==> src/rtl/cam_pkg.sv <==
// Shared definitions for the OV7670-style stream transmitter: state encoding,
// RGB565 colours and the default 176x144 frame geometry.
package cam_pkg;

    typedef enum logic [2:0] {
        IDLE,
        VSYNC_S,
        VBACK,
        ACTIVE,
        VFRONT
    } cam_state_e;

    localparam logic [15:0] RED     = 16'hF800;
    localparam logic [15:0] GREEN   = 16'h07E0;
    localparam logic [15:0] BLUE    = 16'h001F;
    localparam logic [15:0] BLACK   = 16'h0000;
    localparam logic [15:0] WHITE   = 16'hFFFF;
    localparam logic [15:0] YELLOW  = 16'hFFE0;
    localparam logic [15:0] CYAN    = 16'h07FF;
    localparam logic [15:0] MAGENTA = 16'hF81F;

    localparam int DEF_H_ACTIVE    = 176;
    localparam int DEF_V_ACTIVE    = 144;
    localparam int DEF_H_BLANK     = 144;
    localparam int DEF_VSYNC_LINES = 3;
    localparam int DEF_V_BACK      = 17;
    localparam int DEF_V_FRONT     = 10;

    // Classic left-to-right colour bar order.
    function automatic logic [15:0] bar_colour(input logic [2:0] idx);
        logic [15:0] c;
        c = BLACK;
        case (idx)
            3'd0: c = WHITE;
            3'd1: c = YELLOW;
            3'd2: c = CYAN;
            3'd3: c = GREEN;
            3'd4: c = MAGENTA;
            3'd5: c = RED;
            3'd6: c = BLUE;
            default: c = BLACK;
        endcase
        return c;
    endfunction

endpackage

==> src/rtl/cam_stream_tx_if.sv <==
// Camera-side bus (P_CLOCK/VSYNC/HREF/DATA) plus the frame-buffer fetch port.
interface cam_stream_tx_if;
    logic        P_CLOCK;
    logic        VSYNC;
    logic        HREF;
    logic [7:0]  DATA;
    logic        PIX_RD_EN;
    logic [7:0]  PIX_X;
    logic [7:0]  PIX_Y;
    logic [15:0] PIX_DATA;

    modport master (
        output P_CLOCK, VSYNC, HREF, DATA, PIX_RD_EN, PIX_X, PIX_Y,
        input  PIX_DATA
    );

    modport slave (
        input  P_CLOCK, VSYNC, HREF, DATA, PIX_RD_EN, PIX_X, PIX_Y,
        output PIX_DATA
    );
endinterface

==> src/rtl/cam_tx_pattern_gen.sv <==
// Test pattern pixel source; registers on the fetch strobe so it behaves like
// the 1-cycle-latency frame buffer it replaces.
module cam_tx_pattern_gen
    import cam_pkg::*;
#(
    parameter int H_ACTIVE = DEF_H_ACTIVE
) (
    input  logic        CLOCK,
    input  logic        rd_en_i,
    input  logic [7:0]  x_i,
    input  logic [7:0]  y_i,
    input  logic [1:0]  sel_i,
    output logic [15:0] pix_o
);

    logic [15:0] pix_q;
    logic [15:0] pix_d;
    logic [2:0]  bar;

    always_comb begin
        bar   = 3'((32'(x_i) * 32'd8) / 32'(H_ACTIVE));
        pix_d = pix_q;
        if (rd_en_i) begin
            case (sel_i)
                2'd0:    pix_d = RED;
                2'd1:    pix_d = BLUE;
                2'd2:    pix_d = bar_colour(bar);
                default: pix_d = ((y_i % 8'd10) == 8'd0) ? RED : BLACK;
            endcase
        end
    end

    always_ff @(posedge CLOCK) begin
        pix_q <= pix_d;
    end

    assign pix_o = pix_q;

endmodule

==> src/rtl/cam_stream_tx.sv <==
// OV7670-compatible RGB565 stream transmitter (two bytes per pixel, P_CLOCK = CLOCK/2).
// Define CAM_TX_PATTERN_EN to source pixels from the internal test pattern generator.
module cam_stream_tx
    import cam_pkg::*;
#(
    parameter int H_ACTIVE    = DEF_H_ACTIVE,
    parameter int V_ACTIVE    = DEF_V_ACTIVE,
    parameter int H_BLANK     = DEF_H_BLANK,
    parameter int VSYNC_LINES = DEF_VSYNC_LINES,
    parameter int V_BACK      = DEF_V_BACK,
    parameter int V_FRONT     = DEF_V_FRONT
) (
    input  logic             CLOCK,
    input  logic             RESET_N,
    input  logic             ENABLE,
    input  logic [1:0]       PATTERN_SEL,
    cam_stream_tx_if.master  cam,
    output logic             BUSY,
    output logic             FRAME_DONE
);

    localparam logic [10:0] LAST_TICK  = 11'(2 * H_ACTIVE + H_BLANK - 1);
    localparam logic [10:0] HREF_TICKS = 11'(2 * H_ACTIVE);
    localparam logic [8:0]  VS_LAST    = 9'(VSYNC_LINES - 1);
    localparam logic [8:0]  VB_LAST    = 9'(V_BACK - 1);
    localparam logic [8:0]  VA_LAST    = 9'(V_ACTIVE - 1);
    localparam logic [8:0]  VF_LAST    = 9'(V_FRONT - 1);

    cam_state_e  state_q, state_d, nxt_state;
    logic [10:0] tick_q, tick_d, nxt_tick;
    logic [8:0]  line_q, line_d, nxt_line, cur_last;
    logic        pclk_q, pclk_d;
    logic        busy_q, busy_d;
    logic        vsync_q, vsync_d;
    logic        href_q, href_d;
    logic        done_q, done_d;
    logic        rd_q, rd_d;
    logic        fetch_dly_q;
    logic [7:0]  data_q, data_d;
    logic [7:0]  x_q, x_d;
    logic [7:0]  y_q, y_d;
    logic [15:0] hold_q, hold_d;
    logic [15:0] src_pix;
    logic        frame_end, nxt_href, mid_line, pre_line;

`ifdef CAM_TX_PATTERN_EN
    logic [15:0] pat_pix;
    logic        unused_pix_data;

    cam_tx_pattern_gen #(
        .H_ACTIVE (H_ACTIVE)
    ) u_pattern_gen (
        .CLOCK   (CLOCK),
        .rd_en_i (rd_q),
        .x_i     (x_q),
        .y_i     (y_q),
        .sel_i   (PATTERN_SEL),
        .pix_o   (pat_pix)
    );

    assign src_pix         = pat_pix;
    assign cam.PIX_RD_EN   = 1'b0;
    assign unused_pix_data = ^cam.PIX_DATA;
`else
    logic unused_sel;

    assign src_pix       = cam.PIX_DATA;
    assign cam.PIX_RD_EN = rd_q;
    assign unused_sel    = ^PATTERN_SEL;
`endif

    // The low byte goes out straight from the source; only the high byte is replayed.
    logic unused_hold_lo;
    assign unused_hold_lo = ^hold_q[7:0];

    // Position of the next tick, and what that tick needs.
    always_comb begin
        nxt_state = state_q;
        nxt_tick  = tick_q + 11'd1;
        nxt_line  = line_q;
        frame_end = 1'b0;
        cur_last  = '0;
        case (state_q)
            VSYNC_S: cur_last = VS_LAST;
            VBACK:   cur_last = VB_LAST;
            ACTIVE:  cur_last = VA_LAST;
            VFRONT:  cur_last = VF_LAST;
            default: cur_last = '0;
        endcase
        if (tick_q == LAST_TICK) begin
            nxt_tick = '0;
            if (line_q == cur_last) begin
                nxt_line = '0;
                case (state_q)
                    VSYNC_S: nxt_state = VBACK;
                    VBACK:   nxt_state = ACTIVE;
                    ACTIVE:  nxt_state = VFRONT;
                    VFRONT: begin
                        nxt_state = VSYNC_S;
                        frame_end = 1'b1;
                    end
                    default: nxt_state = IDLE;
                endcase
            end else begin
                nxt_line = line_q + 9'd1;
            end
        end
        nxt_href = (nxt_state == ACTIVE) && (nxt_tick < HREF_TICKS);
        // Second byte of pixel n-1 fetches pixel n; the final blank tick fetches pixel 0.
        mid_line = (nxt_state == ACTIVE) && nxt_tick[0] && (nxt_tick < HREF_TICKS - 11'd1);
        pre_line = (nxt_tick == LAST_TICK) &&
                   (((nxt_state == VBACK) && (nxt_line == VB_LAST)) ||
                    ((nxt_state == ACTIVE) && (nxt_line != VA_LAST)));
    end

    always_comb begin
        state_d = state_q;
        tick_d  = tick_q;
        line_d  = line_q;
        pclk_d  = pclk_q;
        busy_d  = busy_q;
        vsync_d = vsync_q;
        href_d  = href_q;
        data_d  = data_q;
        x_d     = x_q;
        y_d     = y_q;
        rd_d    = 1'b0;
        done_d  = 1'b0;
        hold_d  = fetch_dly_q ? src_pix : hold_q;
        case (state_q)
            IDLE: begin
                if (ENABLE) begin
                    state_d = VSYNC_S;
                    busy_d  = 1'b1;
                    vsync_d = 1'b1;
                    tick_d  = '0;
                    line_d  = '0;
                    pclk_d  = 1'b0;
                end
            end
            default: begin
                pclk_d = ~pclk_q;
                if (pclk_q) begin
                    if (frame_end && !ENABLE) begin
                        state_d = IDLE;
                        busy_d  = 1'b0;
                        tick_d  = '0;
                        line_d  = '0;
                        vsync_d = 1'b0;
                        href_d  = 1'b0;
                        data_d  = '0;
                        x_d     = '0;
                        y_d     = '0;
                        done_d  = 1'b1;
                    end else begin
                        state_d = nxt_state;
                        tick_d  = nxt_tick;
                        line_d  = nxt_line;
                        vsync_d = (nxt_state == VSYNC_S);
                        href_d  = nxt_href;
                        done_d  = frame_end;
                        if (!nxt_href) begin
                            data_d = '0;
                        end else if (nxt_tick[0]) begin
                            data_d = hold_q[15:8];
                        end else begin
                            data_d = src_pix[7:0];
                        end
                        if (frame_end) begin
                            y_d = '0;
                        end
                        if ((nxt_state == ACTIVE) && (nxt_tick == HREF_TICKS)) begin
                            x_d = '0;
                        end
                        if (mid_line) begin
                            rd_d = 1'b1;
                            x_d  = 8'((nxt_tick + 11'd1) >> 1);
                            y_d  = 8'(nxt_line);
                        end
                        if (pre_line) begin
                            rd_d = 1'b1;
                            x_d  = '0;
                            y_d  = (nxt_state == ACTIVE) ? 8'(nxt_line + 9'd1) : 8'd0;
                        end
                    end
                end
            end
        endcase
    end

    always_ff @(posedge CLOCK) begin
        if (!RESET_N) begin
            state_q     <= IDLE;
            tick_q      <= '0;
            line_q      <= '0;
            pclk_q      <= 1'b0;
            busy_q      <= 1'b0;
            vsync_q     <= 1'b0;
            href_q      <= 1'b0;
            data_q      <= '0;
            x_q         <= '0;
            y_q         <= '0;
            rd_q        <= 1'b0;
            done_q      <= 1'b0;
            fetch_dly_q <= 1'b0;
        end else begin
            state_q     <= state_d;
            tick_q      <= tick_d;
            line_q      <= line_d;
            pclk_q      <= pclk_d;
            busy_q      <= busy_d;
            vsync_q     <= vsync_d;
            href_q      <= href_d;
            data_q      <= data_d;
            x_q         <= x_d;
            y_q         <= y_d;
            rd_q        <= rd_d;
            done_q      <= done_d;
            fetch_dly_q <= rd_q;
        end
        hold_q <= hold_d;
    end

    assign cam.P_CLOCK = pclk_q;
    assign cam.VSYNC   = vsync_q;
    assign cam.HREF    = href_q;
    assign cam.DATA    = data_q;
    assign cam.PIX_X   = x_q;
    assign cam.PIX_Y   = y_q;
    assign BUSY        = busy_q;
    assign FRAME_DONE  = done_q;

endmodule
==> src/flat_wrapper.sv <==
// flat-port wrapper written by rule: the top's interface ports become plain ports
module cam_stream_tx_flat import cam_pkg::*;
#(
    parameter int H_ACTIVE    = DEF_H_ACTIVE,
    parameter int V_ACTIVE    = DEF_V_ACTIVE,
    parameter int H_BLANK     = DEF_H_BLANK,
    parameter int VSYNC_LINES = DEF_VSYNC_LINES,
    parameter int V_BACK      = DEF_V_BACK,
    parameter int V_FRONT     = DEF_V_FRONT
)
  (CLOCK, RESET_N, ENABLE, PATTERN_SEL, BUSY, FRAME_DONE, cam_P_CLOCK, cam_VSYNC, cam_HREF, cam_DATA, cam_PIX_RD_EN, cam_PIX_X, cam_PIX_Y, cam_PIX_DATA);
  cam_stream_tx_if cam_i ();
  input  logic CLOCK;
  input  logic RESET_N;
  input  logic ENABLE;
  input  logic [1:0] PATTERN_SEL;
  output logic BUSY;
  output logic FRAME_DONE;
  output wire logic [$bits(cam_i.P_CLOCK)-1:0] cam_P_CLOCK;
  output wire logic [$bits(cam_i.VSYNC)-1:0] cam_VSYNC;
  output wire logic [$bits(cam_i.HREF)-1:0] cam_HREF;
  output wire logic [$bits(cam_i.DATA)-1:0] cam_DATA;
  output wire logic [$bits(cam_i.PIX_RD_EN)-1:0] cam_PIX_RD_EN;
  output wire logic [$bits(cam_i.PIX_X)-1:0] cam_PIX_X;
  output wire logic [$bits(cam_i.PIX_Y)-1:0] cam_PIX_Y;
  input wire logic [$bits(cam_i.PIX_DATA)-1:0] cam_PIX_DATA;
  assign cam_P_CLOCK = cam_i.P_CLOCK;
  assign cam_VSYNC = cam_i.VSYNC;
  assign cam_HREF = cam_i.HREF;
  assign cam_DATA = cam_i.DATA;
  assign cam_PIX_RD_EN = cam_i.PIX_RD_EN;
  assign cam_PIX_X = cam_i.PIX_X;
  assign cam_PIX_Y = cam_i.PIX_Y;
  assign cam_i.PIX_DATA = cam_PIX_DATA;
  cam_stream_tx #(.H_ACTIVE(H_ACTIVE), .V_ACTIVE(V_ACTIVE), .H_BLANK(H_BLANK), .VSYNC_LINES(VSYNC_LINES), .V_BACK(V_BACK), .V_FRONT(V_FRONT)) u_core (.CLOCK(CLOCK), .RESET_N(RESET_N), .ENABLE(ENABLE), .PATTERN_SEL(PATTERN_SEL), .cam(cam_i), .BUSY(BUSY), .FRAME_DONE(FRAME_DONE));
endmodule
==> config.mk <==
export PLATFORM = sky130hd
export DESIGN_NAME = cam_stream_tx_flat
export DESIGN_NICKNAME = d
export VERILOG_FILES = /design/src/rtl/cam_pkg.sv /design/src/rtl/cam_stream_tx_if.sv /design/src/rtl/cam_tx_pattern_gen.sv /design/src/rtl/cam_stream_tx.sv /design/src/flat_wrapper.sv
export SDC_FILE = /design/constraint.sdc
export NUM_CORES = 1
export LEC_CHECK = 0
export BUFFER_PORTS_ARGS = -buffer_cell sky130_fd_sc_hd__buf_2
export CORE_MARGIN = 4
export CORE_UTILIZATION = 55
export DETAILED_ROUTE_END_ITERATION = 10
export GPL_ROUTABILITY_DRIVEN = 1
export HOLD_SLACK_MARGIN = 0.08
export PLACE_DENSITY_LB_ADDON = 0.3
export SYNTH_ARGS = -nofsm -noshare
export SYNTH_HDL_FRONTEND = slang
export SYNTH_SLANG_ARGS = --single-unit
==> constraint.sdc <==
create_clock -name CLOCK -period 8.5 [get_ports CLOCK]
set_clock_uncertainty 0.05 [all_clocks]
set_input_delay 0.425 -clock CLOCK [delete_from_list [all_inputs] [get_ports CLOCK]]
set_output_delay 0.425 -clock CLOCK [all_outputs]
set_load 0.1 [all_outputs]
# ---- Yosys cells after proc, flatten, opt, wreduce, memory -nomap -nowiden
# Index checks and enable logic that the tools add are counted.
dict set report totals {
  out_inout_bits 30
  reg_bits 70
  in_bits 21
  wordCells 106
}
dict set report op_classes {
  reduce_logical 22
  add_sub_neg 4
  eq_ne 14
  bitwise 3
  mux 47
  order_cmp 2
}
# cell count
set op_table {}
lappend op_table {{8-bit two-way mux} 12}
lappend op_table {{11-bit two-way mux} 5}
lappend op_table {{9-bit two-way mux} 6}
lappend op_table {{11-bit by 9-bit equality test with 1-bit output (second input constant)} 3}
lappend op_table {{8-bit case mux with 4 select lines} 1}
lappend op_table {{11-bit by 9-bit < comparator with 1-bit output (second input constant)} 2}
lappend op_table {{9-bit by 1-bit adder with 9-bit output (second input constant)} 2}
lappend op_table {{3-bit two-way mux} 6}
lappend op_table {{1-bit two-way mux} 16}
lappend op_table {{3-bit by 2-bit equality test with 1-bit output (second input constant)} 4}
lappend op_table {{3-bit case mux with 4 select lines} 1}
lappend op_table {{11-bit by 1-bit adder with 11-bit output (second input constant)} 1}
lappend op_table {{9-bit by 5-bit equality test with 1-bit output (second input constant)} 1}
lappend op_table {{9-bit by 8-bit equality test with 1-bit output} 1}
lappend op_table {{9-bit by 8-bit inequality test with 1-bit output (second input constant)} 1}
lappend op_table {{3-bit AND reduction} 3}
lappend op_table {{8-bit by 1-bit adder with 8-bit output (second input constant)} 1}
lappend op_table {{1-bit logical AND} 8}
lappend op_table {{4-bit nonzero test} 2}
lappend op_table {{3-bit by 1-bit equality test with 1-bit output (second input constant)} 2}
lappend op_table {{2-bit AND reduction} 2}
lappend op_table {{2-bit nonzero test} 2}
lappend op_table {{4-bit OR reduction} 1}
lappend op_table {{3-bit equality test (second input constant)} 1}
lappend op_table {{other kinds (6)} 8}

# ---- Logic depth before layout (Yosys ltp)
dict set report logic_depth {
  depth_word 11
  depth_mapped 13
  ltp_nobuf 10
}

# ---- Worst setup path after synthesis
# OpenSTA, ideal clock, no wires.
dict set report synth_path {
  path_type {reg-to-reg}
  startpoint {reg u_core.tick_q[1]}
  endpoint {reg u_core.y_q[6] (netlist: u_core.cam.PIX_Y[6])}
  path_slack_ns 4.987
  path_stages_with_launch 12
  setup_ns 0.119
  synth_period_minus_slack_ns 3.513
  required_ns 8.331
  n_path_buf 1
  arrival_time_ns 3.344
  cell_sequence {dfxtp_1 ha_1 nand4_1 or4_4 or4b_4 a211oi_2 or4b_1 nand3_2 buf_6 o21ai_2 a21o_1 a22o_1}
}
dict set report synth_between {
  elab_chain_cells 8
  word_cells_on_any_way 26
  classes_between {add/sub: 2; order compare: 1; eq/ne: 6; mux: 8; reduce/logical: 9}
}
# element line
set synth_rtl {}
lappend synth_rtl {{start: declaration} cam_stream_tx.sv:30} ;# logic [10:0] tick_q, tick_d, nxt_tick;
lappend synth_rtl {{start signal: assignment} cam_stream_tx.sv:208} ;# tick_q <= tick_d;
lappend synth_rtl {{branches (longest 8 deep; another with 11-bit by 1-bit adder with 11-bit output)} --}
lappend synth_rtl {{end signal: assignment} cam_stream_tx.sv:216} ;# y_q <= y_d;
lappend synth_rtl {{end: declaration} cam_stream_tx.sv:41} ;# logic [7:0] y_q, y_d;
# Several ways; the timed one is not identified.
# A chain may end at the register's enable or synchronous reset.

# ---- Worst setup path after layout
dict set report layout_path {
  startpoint {reg u_core.tick_q[0]}
  endpoint {reg u_core.y_q[1] (netlist: u_core.cam.PIX_Y[1])}
}
# Same word-level chain as after synthesis.

==> impl_metrics.env <==
export IMPL_status="completed"
export IMPL_cts_num_sinks=62
export IMPL_drt_iter0_markers=316
export IMPL_switching_share_pct=23.8
export IMPL_r2r_slack_ns=4.19
export IMPL_cts_resized=0
export IMPL_cts_path_max_buffers=2
export IMPL_hold_viol_final=0
export IMPL_worstSetupStartpoint="u_core.tick_q[0]"
export IMPL_cp_required_ns=8.72
export IMPL_drive_gt1_share_pct=16.1
export IMPL_die_area_um2=8040
export IMPL_grt_pass1_wl_um=15200
export IMPL_yosys_most_used_dff="dfxtp_1"
export IMPL_antenna_found_initial=0
export IMPL_synthCells=463
export IMPL_finish_utilization_pct=63.4
export IMPL_syn_avg_cell_area_um2=7.92
export IMPL_synth_area_leaders="dfxtp_1 (29%), edfxtp_1 (6.6%), nor2_1 (5.4%), a21oi_1 (4.6%), nand2_1 (4.4%)"
export IMPL_hp_start="cam_PIX_DATA[9]"
export IMPL_io_pins=51
export IMPL_critPathKind="reg2reg"
export IMPL_async_flop_share_pct=0
export IMPL_drv_cap=0
export IMPL_routedWlPerCell_um=16.2
export IMPL_diodes=0
export IMPL_ys_ff_latch=62
export IMPL_fin_crit_ns=4.31
export IMPL_routed_wl_um=9310
export IMPL_hold_path_class="in2reg"
export IMPL_yosysMostFrequentCell="dfxtp_1"
export IMPL_cts_buffers=9
export IMPL_seqPwrFrac_pct=50.7
export IMPL_setup_viol=0
export IMPL_start_kind="register"
export IMPL_p_leak_nw=1.58
export IMPL_synth_nets=488
export IMPL_areaGrowthSynthToFinish_pct=11.1
export IMPL_r2r_end="u_core.cam.PIX_Y[1]"
export IMPL_rr_worst_depth=10
export IMPL_min_path_cells=1
export IMPL_start_util_pct=57.1
export IMPL_clockPowerShare_pct=43.1
export IMPL_syn_area_um2=3670
export IMPL_postRouteAntennaNets=0
export IMPL_min_period_over_period_pct=50.8
export IMPL_fin_total_pwr_uw=592
export IMPL_power_frac_comb_pct=6.1
export IMPL_grtUsageTotal_pct=24.1
export IMPL_coreArea_um2=6420
export IMPL_worstMarginPinSlew_ns=1.06
export IMPL_synth_edf_count=8
export IMPL_rows=29
export IMPL_clock_fmax_mhz=232
export IMPL_dpl_hpwl_um=6660
export IMPL_h_tree_depth=3
export IMPL_grt_use_met1_pct=32.7
export IMPL_grt_pass1_vias=3154
export IMPL_die_h_um=89.6
export IMPL_cp_arrival_ns=4.54
export IMPL_p_sw_uw=141
export IMPL_finalMaxSlewViolations=0
export IMPL_final_nets=518
export IMPL_grt_busiest_layer="met2"
export IMPL_viasPerCell=6.25
export IMPL_vias=3593
export IMPL_groute_layer_met3_usage_pct=5.11
export IMPL_die_w_um=89.6
export IMPL_reg2reg_from="u_core.tick_q[0]"
export IMPL_slew_headroom_pct=29.3
export IMPL_powerDensity_nw_per_um2=145
export IMPL_postCtsSetupRepairBufs=0
export IMPL_grt_overflow_total=0
export IMPL_clockRootBuffer="clkbuf_8"
export IMPL_tns_ns=0
export IMPL_clk_pin_slew_ns=0.07
export IMPL_p_int_uw=451
export IMPL_rsz0062_at_grt="no"
export IMPL_critPathMaxFanout=11
export IMPL_yosysTopAreaCellShare_pct=29.5
export IMPL_met2_usage_pct=38.2
export IMPL_port_buffers=48
export IMPL_drc=0
export IMPL_yosys_top_cells_count="dfxtp_1 (54), nor2_1 (53), nand2_1 (43)"
export IMPL_cts_tree="built"
export IMPL_gp_congestion=0.918
export IMPL_fillCellCount=554
export IMPL_ir_drop_mv=0.150
export IMPL_grt_max_degree=41
export IMPL_critPathCaptureType="register"
export IMPL_holdBufCountCts=0
export IMPL_yosysWarnings=0
export IMPL_synth_top_area_cell="dfxtp_1"
export IMPL_clock_latency_ns=0.34
export IMPL_dr_pass1_iters=5
export IMPL_yosysUniqueCellTypes=68
export IMPL_whs_endpoint="u_core.hold_q[9]"
export IMPL_seq_area_frac_synth_pct=36.0
cell usage in the layout (no fill, tap or decap), types with 6 or more instances in the layout:
cell type and instances:
and2_1 13, nor3_1 18, buf_2 48, a21oi_1 34, xnor2_1 13, o21ai_0 24, dfxtp_1 54, o21ai_1 9
a22oi_1 9, or3_1 8, inv_1 10, nand3_1 16, nand4_1 11, clkbuf_8 10, mux2i_1 11, nor2_1 53
edfxtp_1 8, nand2b_1 6, a21o_1 7, nor4_1 6, nand2_1 43
per-stage QoR:
step                      instance area (µm²)  hold slack [ns]  instances  setup WS, ns
after floorplan                          3670            0.432        463          4.99
after global placement                   3880            0.391        559          4.44
after detailed placement                 3880            0.398        559          4.29
after CTS                                4070            0.199        575          4.28
after global routing                     4070            0.188        575          3.81
final                                    4070            0.204        575          4.19
cells by family after synthesis:
group                    count (synthesis)  synth area share, %
AND/OR/NAND/NOR                        205                 29.1
AO/OA/AOI/OAI                          121                 21.1
flip-flops                              62                 36.0
buffers and inverters                   42                 5.02
XOR/XNOR                                18                 4.30
multiplexers                            11                 3.00
adder cells (fa/ha/maj)                  4                 1.37
power groups by stage:
stage	clock network [mW]	registers (mW)	logic (mW)
finish	0.255	0.300	0.0362
detailed placement	0	0.307	0.0360
floorplan	0	0.314	0.0186
CTS	0.260	0.300	0.0361
global route	0.275	0.300	0.0388
global placement	0	0.307	0.0354
worst max path at each step:
stage               cells after the start                   to  slack (ns)
detailed placement                     10  u_core.cam.PIX_Y[1]        4.29
floorplan                              11  u_core.cam.PIX_Y[6]        4.99
global route                           10  u_core.cam.PIX_Y[1]        3.81
finish                                 10  u_core.cam.PIX_Y[1]        4.19
global placement                       10  u_core.cam.PIX_Y[1]        4.44
CTS                                    10  u_core.cam.PIX_Y[1]        4.28
per-layer routing:
| metal | up-vias | wire length [µm] | share of wire, % |
|---|---|---|---|
| met5 | - | 0 | 0 |
| met4 | 0 | 173 | 1.9 |
| met3 | 22 | 584 | 6.3 |
| met2 | 145 | 4470 | 48 |
| met1 | 1683 | 4080 | 44 |
| li1 | 1743 | - | - |
sequential cells by signal (all words and copies together) (netlist names), 3 cells and up:
signal / flops
u_core.cam.PIX_X: 8
u_core.cam.DATA: 8
u_core.hold_q: 8
u_core.tick_q: 11
u_core.state_q: 3
u_core.cam.PIX_Y: 8
u_core.line_q: 9
area by class of cell:
| cell class | count | area (µm²) | area share (%) |
|---|---|---|---|
| multi-input cells | 359 | 2160 | 53.1 |
| flip-flops and latches | 62 | 1320 | 32.5 |
| repair buffers | 51 | 263 | 6.45 |
| clock buffers | 12 | 145 | 3.56 |
| well taps | 77 | 96.3 | 2.37 |
| clock inverters | 4 | 47.5 | 1.17 |
| inverters | 10 | 37.5 | 0.922 |
worst max-delay path, cell delays in order (launching register included):
cell       delay (ns)
dfxtp_1          0.47
ha_1             0.31
nand4_1          0.33
nor3_1           0.38
o2111ai_1        0.15
nor2_1           0.34
mux2i_1          0.48
nand4_1          0.53
nor2_1           0.77
a21oi_1          0.25
o2bb2ai_1        0.18
(Power assumes the default switching activity.)
